File: src/rtl/rpsc_sequencer.sv
// rpsc_sequencer: power-up/power-down sequencer for the RPSC G1 and anode supplies.
//   Turns on G1 first and enables the anode only after G1 reports OK. Each wait
//   step has a timeout. Shutdown is ordered: the anode drops first and G1 follows
//   SHUTDOWN_DLY cycles later. The first fault is latched until it is acknowledged.
//   Optional build macro RPSC_SEQ_FAULT_CNT_EN adds a saturating fault_cnt output.
// Ports:
//   clk, reset (async, active-low)
//   start_req, stop_req, ack_fault                  operator controls
//   alarm_ok, g1_ok_n, th_an_ready_n, an_ok         card-2 interlock status
//   g1_ps_act, an_ps_act, ready, fault, fault_code, state   registered outputs
//   fault_cnt [3:0]                                 only with RPSC_SEQ_FAULT_CNT_EN
module rpsc_sequencer #(
  parameter int G1_TIMEOUT   = 256,
  parameter int AN_TIMEOUT   = 512,
  parameter int SHUTDOWN_DLY = 64,
  parameter int CNT_W        = 12
) (
  input  logic       clk,
  input  logic       reset,
  input  logic       start_req,
  input  logic       stop_req,
  input  logic       ack_fault,
  input  logic       alarm_ok,
  input  logic       g1_ok_n,
  input  logic       th_an_ready_n,
  input  logic       an_ok,
  output logic       g1_ps_act,
  output logic       an_ps_act,
  output logic       ready,
  output logic       fault,
  output logic [2:0] fault_code,
  output logic [2:0] state
`ifdef RPSC_SEQ_FAULT_CNT_EN
  ,
  output logic [3:0] fault_cnt
`endif
);
  typedef enum logic [2:0] {
    IDLE     = 3'd0,
    G1_WAIT  = 3'd1,
    AN_WAIT  = 3'd2,
    RUN      = 3'd3,
    SHUTDOWN = 3'd4,
    FAULT    = 3'd5
  } state_e;

  localparam logic [CNT_W-1:0] G1_LAST = CNT_W'(G1_TIMEOUT - 1);
  localparam logic [CNT_W-1:0] AN_LAST = CNT_W'(AN_TIMEOUT - 1);
  localparam logic [CNT_W-1:0] SD_LAST = CNT_W'(SHUTDOWN_DLY - 1);

  state_e           state_q, state_d;
  logic [CNT_W-1:0] cnt_q, cnt_d;
  logic [2:0]       code_q, code_d, cause;
  logic             g1_q, g1_d, an_q, an_d, ready_q, ready_d, fault_q, fault_d;
  logic             g1_to, an_to;

  // A timeout fires on the last permitted cycle only when that step's ok
  // condition is still absent, so a late success still wins.
  assign g1_to = state_q == G1_WAIT && g1_ok_n && cnt_q == G1_LAST;
  assign an_to = state_q == AN_WAIT && !an_ok && cnt_q == AN_LAST;

  always_ff @(posedge clk or negedge reset) begin
    if (!reset) begin
      state_q <= IDLE;
      cnt_q   <= '0;
      code_q  <= 3'd0;
      g1_q    <= 1'b0;
      an_q    <= 1'b0;
      ready_q <= 1'b0;
      fault_q <= 1'b0;
    end else begin
      state_q <= state_d;
      cnt_q   <= cnt_d;
      code_q  <= code_d;
      g1_q    <= g1_d;
      an_q    <= an_d;
      ready_q <= ready_d;
      fault_q <= fault_d;
    end
  end

  // Fault causes are ranked: alarm, thermal readiness, G1 lost, anode lost, then timeouts.
  // Any cause beats stop_req, and stop_req beats a success transition.
  always_comb begin
    state_d = state_q;
    cause   = 3'd0;
    case (state_q)
      IDLE: begin
        cause   = (start_req && !alarm_ok) ? 3'd1 : 3'd0;
        state_d = !start_req ? IDLE : alarm_ok ? G1_WAIT : FAULT;
      end
      G1_WAIT, AN_WAIT, RUN: begin
        cause = !alarm_ok                             ? 3'd1 :
                (th_an_ready_n && state_q != G1_WAIT) ? 3'd4 :
                (g1_ok_n && state_q == RUN)           ? 3'd5 :
                (!an_ok && state_q == RUN)            ? 3'd6 :
                g1_to                                 ? 3'd2 :
                an_to                                 ? 3'd3 : 3'd0;
        state_d = cause != 3'd0                         ? FAULT    :
                  stop_req                              ? SHUTDOWN :
                  (state_q == G1_WAIT && !g1_ok_n)      ? AN_WAIT  :
                  (state_q == AN_WAIT && an_ok)         ? RUN      : state_q;
      end
      SHUTDOWN: begin
        cause   = !alarm_ok ? 3'd1 : 3'd0;
        state_d = !alarm_ok ? FAULT : cnt_q == SD_LAST ? IDLE : SHUTDOWN;
      end
      FAULT:   state_d = (ack_fault && alarm_ok) ? IDLE : FAULT;
      default: state_d = IDLE;
    endcase
  end

  // Outputs are decoded from the next state so they move on the same edge as state.
  always_comb begin
    cnt_d   = state_d != state_q ? '0 :
              (state_q inside {G1_WAIT, AN_WAIT, SHUTDOWN}) ? cnt_q + CNT_W'(1) : cnt_q;
    code_d  = state_d != FAULT ? 3'd0 : state_q != FAULT ? cause : code_q;
    g1_d    = state_d inside {G1_WAIT, AN_WAIT, RUN, SHUTDOWN};
    an_d    = state_d inside {AN_WAIT, RUN};
    ready_d = state_d == RUN;
    fault_d = state_d == FAULT;
  end

  assign g1_ps_act  = g1_q;
  assign an_ps_act  = an_q;
  assign ready      = ready_q;
  assign fault      = fault_q;
  assign fault_code = code_q;
  assign state      = state_q;

`ifdef RPSC_SEQ_FAULT_CNT_EN
  logic [3:0] fcnt_q, fcnt_d;
  always_comb fcnt_d = (state_d == FAULT && state_q != FAULT && fcnt_q != 4'hf) ? fcnt_q + 4'd1 : fcnt_q;
  always_ff @(posedge clk or negedge reset) begin
    if (!reset) fcnt_q <= 4'd0;
    else        fcnt_q <= fcnt_d;
  end
  assign fault_cnt = fcnt_q;
`endif
endmodule

File: config.mk
export PLATFORM = sky130hd
export DESIGN_NAME = rpsc_sequencer
export DESIGN_NICKNAME = d
export VERILOG_FILES = /design/src/rtl/rpsc_sequencer.sv
export SDC_FILE = /design/constraint.sdc
export NUM_CORES = 1
export LEC_CHECK = 0
export ABC_AREA = 1
export CAP_MARGIN = 20
export CORE_MARGIN = 2
export CORE_UTILIZATION = 50
export CTS_CLUSTER_DIAMETER = 50
export DETAILED_ROUTE_END_ITERATION = 16
export HOLD_SLACK_MARGIN = 0.02
export PLACE_DENSITY = 0.82
export SYNTH_ARGS = -nofsm -noshare
export SYNTH_HDL_FRONTEND = slang
export SYNTH_SLANG_ARGS = --single-unit
File: constraint.sdc
create_clock -name clk -period 2.34 [get_ports clk]
set_input_delay 0.234 -clock clk [delete_from_list [all_inputs] [get_ports clk]]
set_output_delay 0.234 -clock clk [all_outputs]
set_load 0.01 [all_outputs]
==> flow_summary.json, run 1 <==
{
  "clockBufferDepth": 2,
  "fin_crit_sh_pct": 91.1,
  "first_iter_violations": 24,
  "finClkSkew_ps": 2.26,
  "cts_htree_levels": 1,
  "grt_use_total_pct": 18.4,
  "firstDrtPassIters": 4,
  "syn_nets": 173,
  "boundaryPins": 19,
  "whs_ps": 247,
  "fin_tns_setup_ps": 0,
  "wirelength_um": 2590,
  "dp_cells": 211,
  "synth-simple-area-share_pct": 38.7,
  "rows": 18,
  "port_buffers": 18,
  "diodes": 0,
  "clkTransAtPathRegs_ps": 110,
  "rsz0062_at_grt": "no",
  "synth.yosys.seq_area_share_pct": 41.7,
  "slew_viol_final": 0,
  "slew_headroom_pct": 69.0,
  "worst_slew_pin_slew_ps": 463,
  "end_kind": "register",
  "finalSetupViolCount": 0,
  "cp-start-kind": "register",
  "ys_seq_elements": 22,
  "wl_per_cell_um": 12.1,
  "arrival_ps": 2380,
  "synth-xor-area-share_pct": 6.64,
  "worstPathRequired_ps": 2590,
  "r2r-start": "cnt_q[0]$_DFFE_PN0P_",
  "gp_congestion": 0.891,
  "antenna_found_initial": 0,
  "leakagePower_uw": 0.000765,
  "layout.nets": 196,
  "grt_pass1_wl_um": 4540,
  "vdd_drop_max_mv": 0.725,
  "status": "completed",
  "final_cell_count_no_fill": 214,
  "hold_path_class": "in2async",
  "synth_area_per_cell_um2": 8.09,
  "synth_top_area_share_pct": 41.7,
  "cts_tree": "yes",
  "r2r_cells": 14,
  "fp.dieW_um": 55.4,
  "dieHeight_um": 55.4,
  "timing.fmax_mhz": 469,
  "rrSetupSlack_ps": 210,
  "cts_made_buffers": 3,
  "nFillCells": 232,
  "utilization_pct": 63.1,
  "area_growth_pct": 18.5,
  "start_util_pct": 53.2,
  "yosysTopAreaCell": "dfrtp_1",
  "netlist_area_um2": 1320,
  "synth.area.top_cells": "dfrtp_1 42%, nand2_1 8.0%, nor2_1 6.3%",
  "r2r-end": "cnt_q[10]$_DFFE_PN0P_",
  "grt_overflow": 0,
  "drc": 0,
  "finalHoldViolations": 0,
  "cts.sinks": 22,
  "hpwl_um": 2040,
  "core_region_area_um2": 2480,
  "synth_cell_types": 27,
  "dieArea_um2": 3060,
  "yosysWarnings": 0,
  "root_buffer": "clkbuf_4",
  "clock_latency_ps": 310,
  "critical_path_class": "reg2reg",
  "min_period_ps": 2130,
  "vias_per_cell": 5.23,
  "synthCells": 163,
  "grt_max_degree": 23,
  "via_count": 1119,
  "first_global_vias": 1056,
  "drive_above_1_share_pct": 21.2,
  "maxCapViolations": 0,
  "synth_top_family_by_area": "simple AND/OR/NAND/NOR gates",
  "ant_nets": 0,
  "hold_buffers": 0,
  "synth-adder-area-share_pct": 0.949,
  "post-cts-setup-buffer-count": 0,
  "power_per_cell_area_nw_per_um2": 873,
  "crit_fanout": 12,
  "synth_compound_area_share_pct": 3.98,
  "synth_mux_area_share_pct": 0.759
}
[worst max-delay path, cell delays in order (launching register included)]
cell     delay [ps]
dfrtp_1         430
ha_1            240
nand3_1         160
nor2_4           60
nand3_2          70
nand2_1          70
nand2_1          80
nand2_2          60
nor2_2          170
nand3_2         130
nand2_1         100
nand2_1          80
nor2_2          160
nand2_4         140
nor2_1          110
[area by class of cell]
| cell class | instances | area, µm² | share of cell area, % |
|---|---|---|---|
| inverter | 22 | 83.8 | 5.36 |
| clock buffer | 3 | 22.5 | 1.44 |
| tap | 30 | 37.5 | 2.40 |
| multi-input combinational | 118 | 681 | 43.6 |
| timing repair buffer | 19 | 188 | 12.0 |
| sequential | 22 | 551 | 35.2 |
[cells in the final DEF (no fill, tap or decap), types with 2 or more instances in the layout]
master           instances
nand4_1                  4
clkdlybuf4s50_1         18
nand2_2                  5
or2_2                    2
xor2_1                   7
nor3_1                   2
clkbuf_4                 3
nand2_1                 28
dfrtp_1                 22
a32o_1                   2
a21oi_1                  2
nand3_2                  5
nor2_1                  21
nand3b_1                 2
nand2_4                  2
inv_1                   16
xnor2_1                  3
nor2_2                  13
o21ai_0                  3
inv_2                    5
nand3_1                 11
[per-layer routing]
layer,routed length [µm],track usage [%],vias up
met3,121,3.75,5
met4,40,6.27,0
met5,0,0,-
li1,-,-,563
met1,1230,25.4,530
met2,1200,28.7,21
[metrics by stage]
stage	power, µW	setup slack [ps]	area [µm²]
after global placement	1170	239	1530
after global routing	1480	25.1	1560
after floorplan	1000	474	1320
after detailed placement	1180	162	1530
final	1360	209	1560
after CTS	1360	126	1560
[state kept, by name, indices dropped and copies added, names as in the netlist]
signal,cells
cnt_q,12
fault_code,3
state,3
an_ps_act,1
fault,1
g1_ps_act,1
ready,1
[cells in the mapped netlist (all sizes together)]
| master | number |
|---|---|
| nand3 | 16 |
| a21oi | 2 |
| nor3 | 2 |
| nor2 | 35 |
| xnor2 | 3 |
| inv | 21 |
| ha | 1 |
| clkinv | 1 |
| nand3b | 2 |
| nand4 | 5 |
| dfrtp | 22 |
| nor3b | 1 |
| a32o | 2 |
| o21ai | 3 |
| buf | 1 |
| o211ai | 1 |
| or2 | 2 |
| mux2i | 1 |
| nand2 | 35 |
| xor2 | 7 |
[power breakdown]
part	total (µW)	internal (µW)	switching, µW
logic	714	259	455
registers	480	435	45.1
clock network	171	60.2	110
total	1360	754	611
[how the worst max path moves through the flow]
stage / start / to / cells past startpoint
after floorplan: cnt_q[0]$_DFFE_PN0P_ / cnt_q[0]$_DFFE_PN0P_ / 16
after global placement: cnt_q[0]$_DFFE_PN0P_ / cnt_q[0]$_DFFE_PN0P_ / 14
after detailed placement: cnt_q[0]$_DFFE_PN0P_ / cnt_q[9]$_DFFE_PN0P_ / 14
after CTS: cnt_q[0]$_DFFE_PN0P_ / cnt_q[9]$_DFFE_PN0P_ / 14
after global routing: cnt_q[0]$_DFFE_PN0P_ / cnt_q[9]$_DFFE_PN0P_ / 14
final: cnt_q[0]$_DFFE_PN0P_ / cnt_q[10]$_DFFE_PN0P_ / 14
[repair_timing]
action,CTS,global route
hold endpoints to repair,0,0
setup endpoints to repair,0,12
gates resized for setup,0,2
[cells by family (layout without fill, tap and decap cells)]
kind of cell | after synthesis | after routing
AOI/OAI and AO/OA | 8 | 8
DFF | 22 | 22
buffers and inverters | 23 | 44
xor gates and xnor gates | 10 | 10
adders and majority gates | 1 | 1
and+or+nand+nor | 98 | 98
muxes | 1 | 1
Note: power is estimated with default switching activity, not from simulation.
==> inputs of run 2 (changes only) <==
Settings changed: CTS_CLUSTER_DIAMETER 50 to 60, PLACE_DENSITY 0.82 to 0.74.
==> run 2 against run 1 <==
  * Combinational power grew 2%
  * Global-route usage grew 2.9 points
  * Non-clock buffer count is the same
  * Critical path type unchanged
  * Sequential share of layout area shrank 0.25 points
==> flow_summary.json, run 2 (same netlist as run 1, synthesis figures left out) <==
{
  "status": "completed",
  "maxCapViolations": 0,
  "power_per_cell_area_nw_per_um2": 905,
  "core_region_area_um2": 2480,
  "layout_common_cells": "28 x nand2_1, 22 x nor2_1, 22 x dfrtp_1, 18 x clkdlybuf4s50_1, 16 x inv_1",
  "cts_htree_levels": 1,
  "power_uw": 1420,
  "post-place-ws_ps": 161,
  "cts_tree": "yes",
  "cts.sinks": 22,
  "slew_headroom_pct": 64.2,
  "cpMaxStageDelayCell": "dfrtp_1",
  "first_global_vias": 1152,
  "boundaryPins": 19,
  "vdd_drop_max_mv": 0.831,
  "rsz0062_at_grt": "no",
  "critPathMostFrequentCell": "nand2_1",
  "min_period_ps": 2130,
  "wirelength_um": 2820,
  "multiInputGateArea_um2": 678,
  "clkTransAtPathRegs_ps": 130,
  "largest_register_ffs": 12,
  "worst_slack_ps": 215,
  "timing.fmax_mhz": 471,
  "critical_path_class": "reg2reg",
  "dieHeight_um": 55.4,
  "cp-start-kind": "register",
  "grt_use_total_pct": 21.3,
  "utilization_pct": 63.5,
  "firstDrtPassIters": 4,
  "cts_made_buffers": 3,
  "area_growth_pct": 19.4,
  "fin_tns_setup_ps": 0,
  "drc": 0,
  "wl_per_cell_um": 13.1,
  "antenna_found_initial": 0,
  "slew_viol_final": 0,
  "rows": 18,
  "nFillCells": 223,
  "first_iter_violations": 37,
  "vias_per_cell": 5.29,
  "ant_nets": 0,
  "leakagePower_uw": 0.000772,
  "dieArea_um2": 3060,
  "drive_above_1_share_pct": 21.1,
  "grt_max_degree": 23,
  "worst_slew_pin_slew_ps": 536,
  "fp.dieW_um": 55.4,
  "clock_latency_ps": 320,
  "grt_overflow": 0,
  "seqCellArea_um2": 551,
  "hold_path_class": "in2async",
  "diodes": 0,
  "hpwl_um": 2150,
  "finalHoldViolations": 0,
  "layout_commonest_cell": "nand2_1",
  "start_util_pct": 53.2,
  "layout.nets": 196,
  "whs_ps": 246,
  "cp_slowest_stage_delay_ps": 430,
  "worstPathRequired_ps": 2600,
  "port_buffers": 18,
  "fin_crit_sh_pct": 90.8,
  "end_kind": "register",
  "crit_fanout": 12,
  "grt_pass1_wl_um": 5220,
  "arrival_ps": 2380,
  "hold_buffers": 0,
  "root_buffer": "clkbuf_4",
  "finClkSkew_ps": 3.42,
  "via_count": 1138,
  "largest-register": "cnt_q",
  "clockBufferDepth": 2,
  "gp_congestion": 0.879,
  "finalSetupViolCount": 0,
  "path_cells": "ha_1 > nand3_1 > nor2_4 > nand3_2 > nand2_1 > nand2_1 > nand2_2 > nor2_2 > nand3_2 > nand2_1 > nand2_1 > nor2_2 > nand2_4 > nor2_1"
}
-- run 2: changes by cell type in the layout (fill, tap and decap cells not counted) --
cell | before | now
nor2_2 | 13 | 12
nor2_1 | 21 | 22
clkbuf_8 | 0 | 1
-- run 2: layout make-up --
type	instances	share of cell area [%]
Multi-Input combinational cell	118	43.1
Sequential cell	22	35.0
Timing Repair Buffer	19	11.9
Inverter	22	5.33
Tap cell	30	2.38
Clock buffer	4	2.31
-- run 2: power by group --
| part | total [µW] | switching [µW] | internal, µW |
|---|---|---|---|
| sequential | 481 | 45.7 | 435 |
| clock | 219 | 124 | 95.3 |
| combinational | 725 | 467 | 258 |
| total | 1420 | 637 | 788 |
-- run 2: layer usage --
layer  up-vias  share of wire (%)  track usage [%]
li1        564                  -                -
met1       539                 44             27.1
met2        30                 50             36.1
met3         5                4.2             3.98
met4         0                1.8             7.67
met5         -                  0                0
-- run 2: stage by stage --
stage,std cells,instance area (µm²)
floorplan,163,1320
global placement,211,1530
detailed placement,211,1530
CTS,215,1570
global route,215,1570
finish,215,1570
-- run 2: worst max-delay path, delay by kind of cell (launching register included) --
| kind | cells | cell delay [ps] |
|---|---|---|
| AND/OR/NAND/NOR | 13 | 1390 |
| flip-flops | 1 | 430 |
| adder cells (fa/ha/maj) | 1 | 240 |
-- run 2: final timing paths --
kind	startpoint	endpoint	slack, ps	cells after the start
min in group clk	fault_code[0]$_DFFE_PN0P_	fault_code[0]$_DFFE_PN0P_	510	2
min	reset	cnt_q[7]$_DFFE_PN0P_	250	2
min reg2reg	fault_code[0]$_DFFE_PN0P_	fault_code[0]$_DFFE_PN0P_	510	2
max reg2reg	cnt_q[0]$_DFFE_PN0P_	cnt_q[9]$_DFFE_PN0P_	210	14
max	cnt_q[0]$_DFFE_PN0P_	cnt_q[9]$_DFFE_PN0P_	210	14
max in group asynchronous	reset	cnt_q[4]$_DFFE_PN0P_	1870	2
-- run 2: what timing repair did --
item                                    4_1_cts  5_1_grt
resized for setup                             0        1
endpoints found under the setup margin        0       11
buffers inserted                              0        0
==> inputs of run 3 (changes only) <==
Settings changed: ABC_CLOCK_PERIOD_IN_PS set to 2340, RECOVER_POWER set to 25.
==> run 3 against run 2 <==
  * Clock skew unchanged
  * Via count down 0.18%
  * Maximum frequency unchanged
  * Power about the same
  * Global-route usage unchanged
  * Sequential cell count unchanged
  * Critical path type unchanged
  * Critical endpoint unchanged
  * Largest cell class unchanged
==> flow_summary.json, run 3 (same netlist as run 1, synthesis figures left out) <==
{
  "whs_ps": 513,
  "gp_congestion": 0.879,
  "swShare_pct": 44.7,
  "cts.sinks": 22,
  "r2r-start": "cnt_q[0]$_DFFE_PN0P_",
  "largest_register_ffs": 12,
  "critical_path_class": "reg2reg",
  "firstDrtPassIters": 4,
  "clock_latency_ps": 320,
  "min_to": "fault_code[0]$_DFFE_PN0P_",
  "root_buffer": "clkbuf_4",
  "dp_cells": 211,
  "first_global_vias": 1152,
  "start_util_pct": 53.2,
  "grt_pass1_wl_um": 5220,
  "p_comb_share_pct": 50.8,
  "layout_commonest_cell": "nand2_1",
  "r2r_cells": 14,
  "slew_headroom_pct": 19.6,
  "port_buffers": 18,
  "min_path_cells": 2,
  "fin_crit_sh_pct": 90.8,
  "finalSetupViolCount": 0,
  "power_per_cell_area_nw_per_um2": 906,
  "arrival_ps": 2380,
  "rsz0062_at_grt": "no",
  "cts_tree": "yes",
  "fin_tns_setup_ps": 0,
  "finClkSkew_ps": 3.42,
  "cts_made_buffers": 3,
  "clockBufferDepth": 2,
  "power_uw": 1420,
  "wirelength_um": 2830,
  "drc": 0,
  "hpwl_um": 2150,
  "p_clk_share_pct": 15.4,
  "slew_viol_final": 0,
  "maxCapViolations": 0,
  "cp-start-kind": "register",
  "worst_slew_pin_slew_ps": 1210,
  "dieArea_um2": 3060,
  "diodes": 0,
  "leakagePower_uw": 0.000769,
  "first_iter_violations": 37,
  "vias_per_cell": 5.28,
  "fp.dieW_um": 55.4,
  "antenna_found_initial": 0,
  "layout.nets": 196,
  "hold_path_class": "reg2reg",
  "grt_use_total_pct": 21.3,
  "boundaryPins": 19,
  "ant_nets": 0,
  "status": "completed",
  "end_kind": "register",
  "dieHeight_um": 55.4,
  "crit_fanout": 12,
  "seqPwrFrac_pct": 33.8,
  "cts_htree_levels": 1,
  "min_period_ps": 2130,
  "via_count": 1136,
  "nFillCells": 225,
  "layout_common_cells": "28 x nand2_1, 22 x nor2_1, 22 x dfrtp_1, 17 x clkdlybuf4s50_1, 16 x inv_1",
  "final_cell_count_no_fill": 215,
  "area_growth_pct": 19.1,
  "grt_max_degree": 23,
  "post-cts-setup-buffer-count": 0,
  "r2r-end": "cnt_q[9]$_DFFE_PN0P_",
  "timing.fmax_mhz": 471,
  "p_int_uw": 787,
  "min_from": "fault_code[0]$_DFFE_PN0P_",
  "worst_slack_ps": 215,
  "worstPathRequired_ps": 2600,
  "finalHoldViolations": 0,
  "wl_per_cell_um": 13.1,
  "largest-register": "cnt_q",
  "power.switching_uw": 637,
  "rows": 18,
  "post-place-ws_ps": 161,
  "core_region_area_um2": 2480,
  "vdd_drop_max_mv": 0.831,
  "grt_overflow": 0,
  "rrSetupSlack_ps": 210,
  "clkTransAtPathRegs_ps": 130,
  "drive_above_1_share_pct": 20.5
}
## run 3: stage by stage
stage          instance area, µm²  utilization [%]
2_1_floorplan                1320                -
3_5_place_dp                 1530             61.9
5_1_grt                      1570             63.4
3_3_place_gp                 1530             61.9
6_report                     1570             63.4
4_1_cts                      1570             63.3
## run 3: area by class of cell
type	instances	area [µm²]	share of cell area [%]
Timing Repair Buffer	19	184	11.7
Multi-Input combinational cell	118	678	43.2
Clock buffer	4	36.3	2.31
Sequential cell	22	551	35.1
Inverter	22	83.8	5.34
Tap cell	30	37.5	2.39
## run 3: worst max-delay path, cell delays in order (launching register included)
cell and delay [ps]:
dfrtp_1 430, ha_1 240, nand3_1 160, nor2_4 60, nand3_2 70, nand2_1 70, nand2_1 70, nand2_2 60
nor2_2 180, nand3_2 140, nand2_1 100, nand2_1 60, nor2_2 140, nand2_4 140, nor2_1 140
## run 3: power groups by stage
| stage | clock (µW) | combinational [µW] | sequential, µW |
|---|---|---|---|
| 2_1_floorplan | 0 | 499 | 504 |
| 3_3_place_gp | 0 | 692 | 485 |
| 3_5_place_dp | 0 | 700 | 487 |
| 4_1_cts | 224 | 709 | 480 |
| 5_1_grt | 244 | 811 | 486 |
| 6_report | 219 | 723 | 481 |
## run 3: worst max-delay path by stage
stage / from / endpoint / depth (start not counted)
floorplan: cnt_q[0]$_DFFE_PN0P_ / cnt_q[0]$_DFFE_PN0P_ / 16
CTS: cnt_q[0]$_DFFE_PN0P_ / cnt_q[9]$_DFFE_PN0P_ / 14
global route: cnt_q[0]$_DFFE_PN0P_ / cnt_q[9]$_DFFE_PN0P_ / 14
detailed placement: cnt_q[0]$_DFFE_PN0P_ / cnt_q[9]$_DFFE_PN0P_ / 14
finish: cnt_q[0]$_DFFE_PN0P_ / cnt_q[9]$_DFFE_PN0P_ / 14
global placement: cnt_q[0]$_DFFE_PN0P_ / cnt_q[7]$_DFFE_PN0P_ / 14
## run 3: routing by layer
| metal | vias up | track usage (%) | routed length (µm) | share of wire (%) |
|---|---|---|---|---|
| li1 | 564 | - | - | - |
| met3 | 5 | 3.98 | 118 | 4.2 |
| met1 | 537 | 27.1 | 1260 | 44 |
| met2 | 30 | 36.1 | 1400 | 50 |
| met4 | 0 | 7.67 | 51 | 1.8 |
| met5 | - | 0 | 0 | 0 |
## run 3: timing repair
| action | in CTS | in global routing |
|---|---|---|
| hold buffers | 0 | 0 |
| gates resized for setup | 0 | 1 |
| setup endpoints to repair | 0 | 11 |
